File: config.mk
export PLATFORM = sky130hd
export DESIGN_NAME = stereo_i2s_tx
export DESIGN_NICKNAME = d
export VERILOG_FILES = /design/src/rtl/stereo_i2s_tx_pkg.sv /design/src/rtl/stereo_i2s_tx_clk_gen.sv /design/src/rtl/stereo_i2s_tx.sv
export SDC_FILE = /design/constraint.sdc
export NUM_CORES = 1
export LEC_CHECK = 0
export BUFFER_PORTS_ARGS = -buffer_cell sky130_fd_sc_hd__buf_2
export CAP_MARGIN = 5
export CORE_MARGIN = 2
export CORE_UTILIZATION = 45
export CTS_CLUSTER_SIZE = 16
export DETAILED_ROUTE_END_ITERATION = 7
export GPL_ROUTABILITY_DRIVEN = 1
export GPL_TIMING_DRIVEN = 0
export SLEW_MARGIN = 10
export SYNTH_ARGS = -nofsm -noshare
export SYNTH_HDL_FRONTEND = slang
export SYNTH_SLANG_ARGS = --single-unit
File: constraint.sdc
create_clock -name clk -period 7.6 [get_ports clk]
set_input_delay 0.38 -clock clk [delete_from_list [all_inputs] [get_ports clk]]
set_output_delay 0.38 -clock clk [all_outputs]
set_load 0.05 [all_outputs]
File: src/rtl/stereo_i2s_tx_pkg.sv
// Shared audio definitions for the stereo I2S transmitter.
package stereo_i2s_tx_pkg;

  localparam int SAMPLE_WIDTH_DEF = 16;
  localparam int UNDERRUN_CNT_W   = 8;

  typedef enum logic {
    ST_IDLE = 1'b0,
    ST_RUN  = 1'b1
  } tx_state_e;

  // Word select is high from the last left slot up to the second-to-last
  // right slot, so it leads the data by one bit clock.
  function automatic logic lr_for_slot(input int slot, input int width);
    return (slot >= width - 1) && (slot <= 2 * width - 2);
  endfunction

endpackage

File: src/rtl/stereo_i2s_tx_clk_gen.sv
// Bit-clock divider and slot sequencer for the I2S transmitter.
module i2s_clk_gen
  import stereo_i2s_tx_pkg::*;
#(
  parameter  int SAMPLE_WIDTH = SAMPLE_WIDTH_DEF,
  parameter  int BCLK_DIV     = 4,
  localparam int SLOT_W       = $clog2(2 * SAMPLE_WIDTH)
) (
  input  logic              clk,
  input  logic              reset,
  input  logic              run,
  output logic              bclk,
  output logic              frame_start,
  output logic              slot_tick,   // a slot begins at the coming edge
  output logic              frame_tick,  // that slot is slot 0
  output logic              boundary,    // slot 0 that follows a finished frame
  output logic [SLOT_W-1:0] slot_nxt
);

  localparam int SLOTS = 2 * SAMPLE_WIDTH;
  localparam int DIV_W = (BCLK_DIV > 1) ? $clog2(BCLK_DIV) : 1;

  logic [DIV_W-1:0]  div_q, div_d;
  logic [SLOT_W-1:0] slot_q, slot_d;
  logic              bclk_q, bclk_d;
  logic              started_q, started_d;
  logic              frame_start_q, frame_start_d;
  logic              div_wrap;
  logic              last_slot;

  assign div_wrap  = (div_q == DIV_W'(BCLK_DIV - 1));
  assign last_slot = (slot_q == SLOT_W'(SLOTS - 1));

  // Divider and slot sequencing; the very first slot starts one clk after run rises.
  always_comb begin
    // NOTE: every always_comb output gets a default first so no path can infer a latch.
    div_d         = div_q;
    bclk_d        = bclk_q;
    slot_d        = slot_q;
    started_d     = started_q;
    slot_tick     = 1'b0;
    slot_nxt      = slot_q;
    if (run) begin
      if (!started_q) begin
        started_d = 1'b1;
        slot_tick = 1'b1;
        slot_nxt  = '0;
        div_d     = '0;
        bclk_d    = 1'b0;
      end else begin
        div_d = div_wrap ? '0 : div_q + 1'b1;
        if (div_wrap) begin
          bclk_d = !bclk_q;
          // A falling bclk edge opens the next slot.
          if (bclk_q) begin
            slot_tick = 1'b1;
            slot_nxt  = last_slot ? '0 : slot_q + 1'b1;
          end
        end
      end
    end
    if (slot_tick) slot_d = slot_nxt;
    frame_tick    = slot_tick && (slot_nxt == '0);
    boundary      = frame_tick && started_q;
    frame_start_d = frame_tick;
  end

  // Sequencer state registers.
  always_ff @(posedge clk or negedge reset) begin
    // NOTE: sequential state uses non-blocking assignments so all flops update together.
    if (!reset) begin
      div_q         <= '0;
      slot_q        <= '0;
      bclk_q        <= 1'b0;
      started_q     <= 1'b0;
      frame_start_q <= 1'b0;
    end else begin
      div_q         <= div_d;
      slot_q        <= slot_d;
      bclk_q        <= bclk_d;
      started_q     <= started_d;
      frame_start_q <= frame_start_d;
    end
  end

  assign bclk        = bclk_q;
  assign frame_start = frame_start_q;

endmodule

File: src/rtl/stereo_i2s_tx.sv
// Stereo I2S transmitter: one-deep sample buffer, framing FSM and serialiser.
module stereo_i2s_tx
  import stereo_i2s_tx_pkg::*;
#(
  parameter int SAMPLE_WIDTH = SAMPLE_WIDTH_DEF,
  parameter int BCLK_DIV     = 4
) (
  input  logic                      clk,
  input  logic                      reset,
  input  logic                      sample_valid,
  input  logic [SAMPLE_WIDTH-1:0]   sample_left,
  input  logic [SAMPLE_WIDTH-1:0]   sample_right,
  output logic                      sample_ready,
  output logic                      bclk,
  output logic                      lrclk,
  output logic                      sdata,
  output logic                      frame_start,
  output logic                      underrun,
  output logic [UNDERRUN_CNT_W-1:0] underrun_count
);

  localparam int FW     = 2 * SAMPLE_WIDTH;
  localparam int SLOT_W = $clog2(FW);

  tx_state_e                 state_q, state_d;
  logic [FW-1:0]             buf_q, buf_d;
  logic                      buf_full_q, buf_full_d;
  logic [FW-1:0]             frame_q, frame_d;
  logic [FW-1:0]             shift_q, shift_d;
  logic                      lrclk_q, lrclk_d;
  logic                      underrun_q, underrun_d;
  logic [UNDERRUN_CNT_W-1:0] ucnt_q, ucnt_d;

  logic              run;
  logic              slot_tick;
  logic              frame_tick;
  logic              boundary;
  logic [SLOT_W-1:0] slot_nxt;
  logic              unload;
  logic              transfer;

  assign run = (state_q == ST_RUN);

  i2s_clk_gen #(
    .SAMPLE_WIDTH (SAMPLE_WIDTH),
    .BCLK_DIV     (BCLK_DIV)
  ) u_clk_gen (
    .clk         (clk),
    .reset       (reset),
    .run         (run),
    .bclk        (bclk),
    .frame_start (frame_start),
    .slot_tick   (slot_tick),
    .frame_tick  (frame_tick),
    .boundary    (boundary),
    .slot_nxt    (slot_nxt)
  );

  // The buffer frees up in the cycle a frame boundary drains it, so a
  // refill can land in that same cycle; ready is forced low during reset.
  assign unload       = boundary && buf_full_q;
  assign sample_ready = reset && (!buf_full_q || unload);
  assign transfer     = sample_valid && sample_ready;

  // Next-state logic: handshake, frame reload/underrun and serialiser.
  always_comb begin
    state_d    = state_q;
    buf_d      = buf_q;
    buf_full_d = buf_full_q;
    frame_d    = frame_q;
    shift_d    = shift_q;
    lrclk_d    = lrclk_q;
    underrun_d = 1'b0;
    ucnt_d     = ucnt_q;
    unique case (state_q)
      ST_IDLE: begin
        // The first pair bypasses the buffer and feeds the first frame.
        if (transfer) begin
          state_d = ST_RUN;
          frame_d = {sample_left, sample_right};
        end
      end
      ST_RUN: begin
        if (boundary) begin
          if (buf_full_q) begin
            frame_d    = buf_q;
            buf_full_d = 1'b0;
          end else begin
            // Nothing new: repeat the previous pair and record the underrun.
            underrun_d = 1'b1;
            if (ucnt_q != '1) ucnt_d = ucnt_q + 1'b1;
          end
        end
        if (transfer) begin
          buf_d      = {sample_left, sample_right};
          buf_full_d = 1'b1;
        end
        if (frame_tick)     shift_d = frame_d;
        else if (slot_tick) shift_d = {shift_q[FW-2:0], 1'b0};
        if (slot_tick)      lrclk_d = lr_for_slot(int'(slot_nxt), SAMPLE_WIDTH);
      end
      default: state_d = ST_IDLE;
    endcase
  end

  // Datapath and FSM registers.
  always_ff @(posedge clk or negedge reset) begin
    // NOTE: the sample buffer and frame word are cleared on reset too, so an
    // aborted stream leaves no stale pair behind.
    if (!reset) begin
      state_q    <= ST_IDLE;
      buf_q      <= '0;
      buf_full_q <= 1'b0;
      frame_q    <= '0;
      shift_q    <= '0;
      lrclk_q    <= 1'b0;
      underrun_q <= 1'b0;
      ucnt_q     <= '0;
    end else begin
      state_q    <= state_d;
      buf_q      <= buf_d;
      buf_full_q <= buf_full_d;
      frame_q    <= frame_d;
      shift_q    <= shift_d;
      lrclk_q    <= lrclk_d;
      underrun_q <= underrun_d;
      ucnt_q     <= ucnt_d;
    end
  end

  assign sdata          = shift_q[FW-1];
  assign lrclk          = lrclk_q;
  assign underrun       = underrun_q;
  assign underrun_count = ucnt_q;

endmodule

After elaboration in Yosys (flattened, before gate mapping)

Index checks and enable logic that the tools add are counted.

Bits of input ports: 35
Word-level logic and storage cells: 69
Output and inout bits: 14
Bits in registers: 118

Reductions and logical operators: 18
Bitwise logic cells: 2
$lt $le $gt $ge: 2
Equal/unequal tests: 5
Add/sub/neg operators: 3
Multiplexer cells: 26

Operator list:

| kind                                                              | number |
|---|---|
| 2-to-1 mux 32 bit                                                 | 5 |
| one-hot mux 32 bit (2 select lines)                               | 1 |
| 2-to-1 mux 5 bit                                                  | 5 |
| 2-to-1 mux 1 bit                                                  | 13 |
| AND reduction 2 bit                                               | 5 |
| adder 8 x 1 -> 8 bit, second input constant                       | 1 |
| != test 8 bit, second input constant                              | 1 |
| logical AND 1 bit                                                 | 6 |
| adder 5 x 1 -> 5 bit, second input constant                       | 1 |
| equality test 5 bit, second input constant                        | 1 |
| greater-or-equal comparator 5 x 4 -> 1 bit, second input constant | 1 |
| less-or-equal comparator 5 bit, second input constant             | 1 |
| logical NOT 5 bit                                                 | 1 |
| 2-to-1 mux 2 bit                                                  | 2 |
| != test 2 bit, second input constant                              | 2 |
| AND reduction 4 bit                                               | 1 |
| nonzero test 2 bit                                                | 2 |
| adder 2 x 1 -> 2 bit, second input constant                       | 1 |
| equality test 2 bit, second input constant                        | 1 |
| logical NOT 1 bit                                                 | 2 |
| inverter 1 bit                                                    | 2 |
| logical OR 1 bit                                                  | 1 |

Depth between registers and ports, before layout

Gate-level depths: netlist of run 1.

Word-level depth: 15
Depth in mapped cells: 11
Gate-level depth less buffers: 10

Modules after synthesis

A second synthesis of run 1 with hierarchy kept.

Cells, all modules: 506
Area, all modules: 5571.6 um^2

Modules (own cells, without submodules):

| module        | sequential area each (um^2) | area an instance (um^2) | instances | cells an instance |
|---|---|---|---|---|
| stereo_i2s_tx | 2702.6                      | 4936.0                  | 1         | 444 |
| i2s_clk_gen   | 250.2                       | 635.6                   | 1         | 62 |

Worst setup path before layout of run 1

No wires, ideal clock.

Path type: register -> register
Start point: register u_clk_gen.slot_q[0]
End point: register buf_q[0]
Path slack: 4.772 ns
Required time: 7.472 ns
Period minus slack after synthesis: 2.828 ns
Arrival: 2.700 ns
Stages on the path, launching flop included: 11
Setup time: 0.128 ns
Path buffers: 1
Path through: dfrtp_1 > ha_1 > and3_1 > ha_1 > and4_1 > o21ai_1 > o211a_1 > nand2_4 > o41ai_4 > buf_4 > mux2_1

Cells in the longest elaborated chain, start to end: 14
Elaborated cells between the ends (all ways): 15
Those cells by class: 1 x add/sub; 1 x eq/ne; 5 x mux; 8 x reduce/logical

Ends and longest elaborated chain:

| item                                                               | RTL line                                                 | source |
|---|---|---|
| from (decl)                                                        | stereo_i2s_tx_clk_gen.sv:24                              | `logic [SLOT_W-1:0] slot_q, slot_d;` |
| from (signal assigned)                                             | stereo_i2s_tx_clk_gen.sv:79                              | `slot_q <= slot_d;` |
| adder 5 x 1 -> 5 bit / equality test 5 bit (equally long branches) | stereo_i2s_tx_clk_gen.sv:57, stereo_i2s_tx_clk_gen.sv:32 |  |
| 2-to-1 mux 5 bit                                                   | stereo_i2s_tx_clk_gen.sv:57                              | `slot_nxt = last_slot ? '0 : slot_q + 1'b1;` |
| 2-to-1 mux 5 bit                                                   | stereo_i2s_tx_clk_gen.sv:55                              | `if (bclk_q) begin` |
| 2-to-1 mux 5 bit                                                   | stereo_i2s_tx_clk_gen.sv:52                              | `if (div_wrap) begin` |
| 2-to-1 mux 5 bit                                                   | stereo_i2s_tx_clk_gen.sv:44                              | `if (!started_q) begin` |
| 2-to-1 mux 5 bit (*)                                               | stereo_i2s_tx_clk_gen.sv:43                              | `if (run) begin` |
| logical NOT 5 bit (*)                                              | stereo_i2s_tx_clk_gen.sv:63                              | `frame_tick = slot_tick && (slot_nxt == '0);` |
| logical AND 1 bit (*)                                              | stereo_i2s_tx_clk_gen.sv:63                              |  |
| logical AND 1 bit (*)                                              | stereo_i2s_tx_clk_gen.sv:64                              | `boundary = frame_tick && started_q;` |
| logical AND 1 bit (*)                                              | stereo_i2s_tx.sv:61                                      | `assign unload = boundary && buf_full_q;` |
| logical OR 1 bit (*)                                               | stereo_i2s_tx.sv:62                                      | `assign sample_ready = reset && (!buf_full_q \|\| unload);` |
| logical AND 1 bit (*)                                              | stereo_i2s_tx.sv:62                                      |  |
| logical AND 1 bit (*)                                              | stereo_i2s_tx.sv:63                                      | `assign transfer = sample_valid && sample_ready;` |
| AND reduction 2 bit (no line) (*)                                  | --                                                       |  |
| to (signal assigned)                                               | stereo_i2s_tx.sv:121                                     | `buf_q <= buf_d;` |
| to (decl)                                                          | stereo_i2s_tx.sv:26                                      | `logic [FW-1:0] buf_q, buf_d;` |

Mark *: on every way between the ends. The rest lies on a longest branch, timed or not.
A chain may end at the register's enable or synchronous reset.

Worst setup path after layout of run 1

Start point: register u_clk_gen.slot_q[0]
End point: output sample_ready

Cells in the longest elaborated chain, start to end: 12
Elaborated cells between the ends (all ways): 13
Those cells by class: 1 x add/sub; 1 x eq/ne; 5 x mux; 6 x reduce/logical

Ends and longest elaborated chain:

| item                                                               | RTL line                                                 | source |
|---|---|---|
| adder 5 x 1 -> 5 bit / equality test 5 bit (equally long branches) | stereo_i2s_tx_clk_gen.sv:57, stereo_i2s_tx_clk_gen.sv:32 |  |
| 2-to-1 mux 5 bit                                                   | stereo_i2s_tx_clk_gen.sv:57                              |  |
| 2-to-1 mux 5 bit                                                   | stereo_i2s_tx_clk_gen.sv:55                              |  |
| 2-to-1 mux 5 bit                                                   | stereo_i2s_tx_clk_gen.sv:52                              |  |
| 2-to-1 mux 5 bit                                                   | stereo_i2s_tx_clk_gen.sv:44                              |  |
| 2-to-1 mux 5 bit (*)                                               | stereo_i2s_tx_clk_gen.sv:43                              |  |
| logical NOT 5 bit (*)                                              | stereo_i2s_tx_clk_gen.sv:63                              |  |
| logical AND 1 bit (*)                                              | stereo_i2s_tx_clk_gen.sv:63                              |  |
| logical AND 1 bit (*)                                              | stereo_i2s_tx_clk_gen.sv:64                              |  |
| logical AND 1 bit (*)                                              | stereo_i2s_tx.sv:61                                      |  |
| logical OR 1 bit (*)                                               | stereo_i2s_tx.sv:62                                      |  |
| logical AND 1 bit (*)                                              | stereo_i2s_tx.sv:62                                      |  |
| to (decl)                                                          | stereo_i2s_tx.sv:13                                      | `output logic sample_ready,` |

Marks and branches as above.

==> results of run 1 <==
per-layer routing:
layer  global-route usage  vias up
met5                    0        -
met3               0.0514       17
met4               0.0723        0
met2                0.336      134
li1                     -     2093
met1                0.274     2190
worst min path at each step:
stage                                 start                              end  cells after the start
finish                     sample_right[14]            buf_q[14]$_DFFE_PN0P_                      2
CTS                         sample_left[12]            buf_q[28]$_DFFE_PN0P_                      2
global route                 sample_left[8]            buf_q[24]$_DFFE_PN0P_                      2
floorplan                             reset           buf_full_q$_DFFE_PN0P_                      0
detailed placement                    reset  u_clk_gen.slot_q[4]$_DFFE_PN0P_                      1
global placement    shift_q[19]$_DFFE_PN0P_          shift_q[19]$_DFFE_PN0P_                      2
cells in the final DEF (no fill, tap or decap), types with 13 or more instances in the layout:
cell type | Yosys | layout
buf_2 | 3 | 50
clkbuf_1 | 21 | 23
clkbuf_16 | 0 | 17
mux2_1 | 29 | 29
dfrtp_1 | 118 | 118
mux2i_1 | 34 | 34
mux2_2 | 35 | 35
o21ai_0 | 25 | 25
nand2_1 | 112 | 112
a21oi_1 | 35 | 35
a221o_1 | 32 | 32
o21ai_1 | 13 | 13
power groups by stage:
stage | Clock, µW | Combinational (µW) | Sequential, µW
finish | 781 | 55.4 | 660
global route | 824 | 63.4 | 663
CTS | 794 | 57.0 | 660
detailed placement | 0 | 56.2 | 671
global placement | 0 | 52.6 | 669
floorplan | 0 | 25.2 | 668
repair_timing:
item / CTS / global route
endpoints found under the setup margin: 0 / 0
hold buffers: 1 / 0
hold endpoints to repair: 52 / 0
setup buffers: 0 / 0
state kept, by name, indices dropped and copies added, names as in the netlist:
signal and flops:
u_clk_gen.slot_q 5, underrun 1, shift_q 32, buf_full_q 1, u_clk_gen.bclk 1, buf_q 32
run 1, lrclk 1, u_clk_gen.started_q 1, frame_q 32, u_clk_gen.div_q 2, underrun_count 8
u_clk_gen.frame_start 1
per-stage QoR:
stage,cells,power [µW]
floorplan,541,693
detailed placement,762,727
global route,795,1550
finish,795,1500
CTS,795,1510
global placement,761,722
area by class of cell:
| cell class | count | area (µm²) | share of cell area |
|---|---|---|---|
| buffer | 35 | 188 | 0.0271 |
| clock buffer | 22 | 474 | 0.0686 |
| clock inverter | 10 | 103 | 0.0148 |
| inverter | 4 | 15.0 | 0.00217 |
| multi-input combinational | 384 | 2680 | 0.388 |
| sequential | 118 | 2950 | 0.427 |
| tap | 172 | 215 | 0.0311 |
| timing repair buffer | 50 | 284 | 0.0411 |
logic make-up after synthesis:
logic type | after synthesis | share of synthesized area
AO/OA/AOI/OAI | 119 | 0.141
multiplexers | 98 | 0.182
XOR/XNOR | 7 | 0.0105
adder cells (fa/ha/maj) | 4 | 0.00857
buffers and inverters | 39 | 0.0347
flip-flops | 118 | 0.506
AND/OR/NAND/NOR | 156 | 0.117
==> impl_metrics.yaml, run 1 <==
synthesis:
  ys_types: 44
  synth-edff-count: 0
  synth_top_area_share: 0.506
  syn_inst: 541
  synth_ff_type: "dfrtp_1"
  yosys-top-cells-area: "dfrtp_1, nand2_1, mux2_2"
  synth_area_per_cell_um2: 10.8
  synth_common_cells: "dfrtp_1, nand2_1, a21oi_1, mux2_2, mux2i_1"
  synth_seq_area_share: 0.506
  yosysWarnings: 0
  yosys.cell_count.top_type: "dfrtp_1"
  async_flop_share: 1.00
  ys_seq_elements: 118
  synth_top_area_cell: "dfrtp_1"
  synth_area_um2: 5840
  synth_nets: 580
global_route:
  grt-ovfl-total: 0
  grt_pass1_vias: 4459
  grt_pass1_wl_mm: 22.9
  groute.usage.overall: 0.209
  antenna_found_initial: 0
  grt_max_degree: 68
power_and_ir_drop:
  comb_power_share: 0.037
  power.leakage_uw: 0.00312
  clkPwrFrac: 0.522
  cell_internal_pwr_uw: 1180
  sw_frac_of_total: 0.214
  p_switching_uw: 320
  ir_worst_vdd_v: 0.000160
  power_density_nw_per_um2: 217
  p_seq_frac: 0.441
placed_design:
  portBuffers: 48
  dpl_worst_slack_ns: 4.33
  placed_cell_area_um2: 6330
  gp_congestion: 0.853
  dp_hpwl_mm: 8.90
worst_setup_path:
  r2r-end: "buf_q[4]$_DFFE_PN0P_"
  critical_path_depth: 9
  cp_slowest_cell: "o21ai_0"
  slowest_delay_ns: 0.45
  critPathArrivalTime_ns: 3.15
  endpoint: "sample_ready"
  path_buf_inv: 1
  cp_common_cell: "o21ai_0"
  path_class: "reg2out"
  cp_max_fo: 7
  end_kind: "output port"
  timing.critical_path.cells: "ha_1 > and3_1 > ha_1 > o21ai_0 > o21ai_0 > nand3_1 > o21ai_0 > and2_1 > buf_2"
  r2r-start: "u_clk_gen.slot_q[0]$_DFFE_PN0P_"
  crit_family: "compound AO/OA/AOI/OAI gates"
  reg2reg_slack_ns: 4.31
  crit_required_ns: 7.22
  worstSetupStartpoint: "u_clk_gen.slot_q[0]$_DFFE_PN0P_"
  crit_path_start_kind: "flip-flop"
  rr_worst_depth: 10
floorplanning:
  coreArea_um2: 12600
  die_area_um2: 13900
  die_x_um: 118
  rows: 41
  die_height_um: 118
  ios: 49
  start_util: 0.463
detailed_routing:
  wirelength_mm: 13.6
  wl_met2_mm: 6.53
  avgViaCountPerCell: 5.58
  post-route-drc-count: 0
  top_layer: "met4"
  dr_wl_met3_um: 667
  m1WireLength_mm: 6.22
  wl_per_cell_um: 17.1
  first_pass_iters: 5
  drt_iter0_markers: 230
  via_count: 4434
  route.antenna.remaining_nets: 0
status:
  status: "complete, no violations"
clock_network:
  tritoncts.num_buffers: 17
  insertion_delay_ns: 0.42
  cts_resized: 0
  clockBufferDepth: 2
  h-tree-depth: 4
  cts_tree: "done"
  clock-root-buffer: "clkbuf_16"
  path_clk_slew_ns: 0.05
  cts.sinks: 118
final_layout:
  fillCellCount: 1154
  fin_nets: 649
  utilization: 0.548
  final_area_um2: 6910
  diodes: 0
  layout-drive-gt1-share: 0.218
  area_delta_synth_final_pct: 18.4
sta:
  slew_headroom: 0.573
  grt_setup_unrepaired: "false"
  tightest_slew_ns: 0.641
  fin_crit_sh: 0.464
  finalHoldViolCount: 0
  setup_violations: 0
  drv_slew: 0
  fmax_ghz: 0.283
  finClkSkew_ns: 0.0122
  holdWs_ns: 0.192
  setup-tns-final_ns: 0
  fin_ws_ns: 4.07
  post-route-min-period_ns: 3.53
min_path:
  hp-class: "in2reg"
job:
  max_cap_viol_count: 0
Power figures use the tool's default switching activity.
==> run 2: changes to the inputs <==
--- a/config.mk
+++ b/config.mk
@@ -13,6 +13,7 @@
 export DETAILED_ROUTE_END_ITERATION = 7
 export GPL_ROUTABILITY_DRIVEN = 1
 export GPL_TIMING_DRIVEN = 0
+export PLACE_DENSITY = 0.65
 export SLEW_MARGIN = 10
 export SYNTH_ARGS = -nofsm -noshare
 export SYNTH_HDL_FRONTEND = slang
==> constraint.sdc (replaced) <==
create_clock -name clk -period 3 [get_ports clk]
set_input_delay 0.15 -clock clk [delete_from_list [all_inputs] [get_ports clk]]
set_output_delay 0.15 -clock clk [all_outputs]
set_load 0.05 [all_outputs]
==> run 2 against run 1 <==
  * Sequential cell count is the same
  * Global-route usage shrank 0.085 points
  * Clock skew shrank 0.0068 ns
  * Combinational power grew to 3.1 times the previous value
  * Non-clock buffer count grew 37
  * Largest cell class unchanged
  * Largest power group unchanged
==> impl_metrics.yaml, run 2 (synthesized netlist as in run 1, its figures left out) <==
min_path:
  hp-class: "in2async"
sta:
  finalHoldViolCount: 0
  finClkSkew_ns: 0.00547
  fmax_ghz: 0.351
  post-route-min-period_ns: 2.85
  grt_setup_unrepaired: "false"
  holdWs_ns: 0.295
  slew_headroom: 0.557
  setup_violations: 0
  fin_ws_ns: 0.153
  tightest_slew_ns: 0.664
  drv_slew: 0
  fin_crit_sh: 0.949
status:
  status: "complete, no violations"
worst_setup_path:
  cp_max_fo: 10
  r2r-start: "u_clk_gen.slot_q[1]$_DFFE_PN0P_"
  critPathArrivalTime_ns: 3.14
  crit_required_ns: 3.29
  path_class: "reg2reg"
  end_kind: "flip-flop"
  reg2reg_slack_ns: 0.15
  crit_path_start_kind: "flip-flop"
  rr_worst_depth: 11
  r2r-end: "buf_q[4]$_DFFE_PN0P_"
clock_network:
  insertion_delay_ns: 0.42
  path_clk_slew_ns: 0.05
  cts_tree: "done"
  clock-root-buffer: "clkbuf_16"
  clockBufferDepth: 2
  cts.sinks: 118
  tritoncts.num_buffers: 17
  h-tree-depth: 4
floorplanning:
  die_area_um2: 13900
  start_util: 0.463
  ios: 49
  rows: 41
  die_x_um: 118
  coreArea_um2: 12600
  die_height_um: 118
global_route:
  grt-ovfl-total: 0
  grt_pass1_vias: 4625
  antenna_found_initial: 0
  groute.usage.overall: 0.208
  grt_max_degree: 63
  grt_pass1_wl_mm: 22.9
placed_design:
  dpl_worst_slack_ns: -0.229
  dp_hpwl_mm: 8.79
  gp_congestion: 0.879
  dp_cells: 762
  portBuffers: 48
  placed_cell_area_um2: 6330
final_layout:
  instances_no_fill: 832
  layout-drive-gt1-share: 0.218
  area_delta_synth_final_pct: 25.3
  diodes: 0
  largestRegisters: "buf_q (32), frame_q (32), shift_q (32)"
  fin_nets: 686
  final_area_um2: 7310
  final_cell_mix: "dfrtp_1, nand2_1, buf_2, mux2_2, a21oi_1"
  final_common_cell: "dfrtp_1"
detailed_routing:
  wl_met2_mm: 6.42
  avgViaCountPerCell: 5.48
  top_layer: "met4"
  drt_iter0_markers: 248
  wl_per_cell_um: 16.3
  wirelength_mm: 13.6
  via_count: 4562
  first_pass_iters: 4
  dr_wl_met3_um: 566
  m1WireLength_mm: 6.37
  route.antenna.remaining_nets: 0
  post-route-drc-count: 0
power_and_ir_drop:
  sw_frac_of_total: 0.216
  p_switching_uw: 817
  ir_worst_vdd_v: 0.000409
  power.leakage_uw: 0.00327
  comb_power_share: 0.046
  power_density_nw_per_um2: 517
  p_seq_frac: 0.442
  clkPwrFrac: 0.512
  cell_internal_pwr_uw: 2970
job:
  max_cap_viol_count: 0
## run 2: power by group through the flow
stage / logic, µW / clock network, µW / registers [µW]
after floorplan: 63.9 / 0 / 1690
after global placement: 133 / 0 / 1700
after detailed placement: 143 / 0 / 1700
after CTS: 176 / 1970 / 1670
after global routing: 195 / 2050 / 1680
final: 172 / 1940 / 1670
## run 2: how the worst max path moves through the flow
stage	to	depth (start not counted)	from
after floorplan	buf_q[0]$_DFFE_PN0P_	10	u_clk_gen.slot_q[0]$_DFFE_PN0P_
after global placement	buf_q[2]$_DFFE_PN0P_	7	reset
after detailed placement	buf_q[25]$_DFFE_PN0P_	10	u_clk_gen.slot_q[0]$_DFFE_PN0P_
after CTS	sample_ready	10	u_clk_gen.slot_q[1]$_DFFE_PN0P_
after global routing	buf_q[8]$_DFFE_PN0P_	11	u_clk_gen.slot_q[1]$_DFFE_PN0P_
final	buf_q[4]$_DFFE_PN0P_	11	u_clk_gen.slot_q[1]$_DFFE_PN0P_
## run 2: worst max-delay path, cell delays in order, from the launching register on
cell and delay [ns]:
dfrtp_1 0.40, ha_2 0.22, and3_1 0.16, ha_2 0.23
o211a_1 0.16, o2bb2ai_1 0.12, nor3b_4 0.34, nand2_4 0.15
o41ai_4 0.24, buf_6 0.18, buf_6 0.17, mux2_1 0.34
## run 2: area by class of cell
type / count / area [µm²]
fillers: 1117 / 5310
flip-flops and latches: 118 / 2950
multi-input cells: 384 / 2720
repair buffers: 87 / 652
clock buffers: 22 / 454
well taps: 172 / 215
plain buffers: 35 / 203
clock inverters: 10 / 105
inverters: 4 / 15.0
## run 2: stage by stage
step,total power (µW),utilization,setup TNS [ns]
after detailed placement,1840,0.501,-6.18
after floorplan,1750,-,0
after CTS,3820,0.576,0
after global placement,1830,0.499,-84.33
final,3780,0.580,0
after global routing,3920,0.580,0
## run 2: metal layers
layer  track usage  vias up
li1              -     2161
met1         0.269     2266
met2         0.332      112
met3        0.0514       23
met4        0.0889        0
met5             0        -
## run 2: timing repair
| action | in CTS | in global routing |
|---|---|---|
| hold buffers | 33 | 0 |
| pin swaps | 2 | 2 |
| setup endpoints to repair | 30 | 44 |
| gates resized for setup | 10 | 7 |
| buffers inserted | 3 | 2 |
| endpoints found under the hold margin | 89 | 0 |
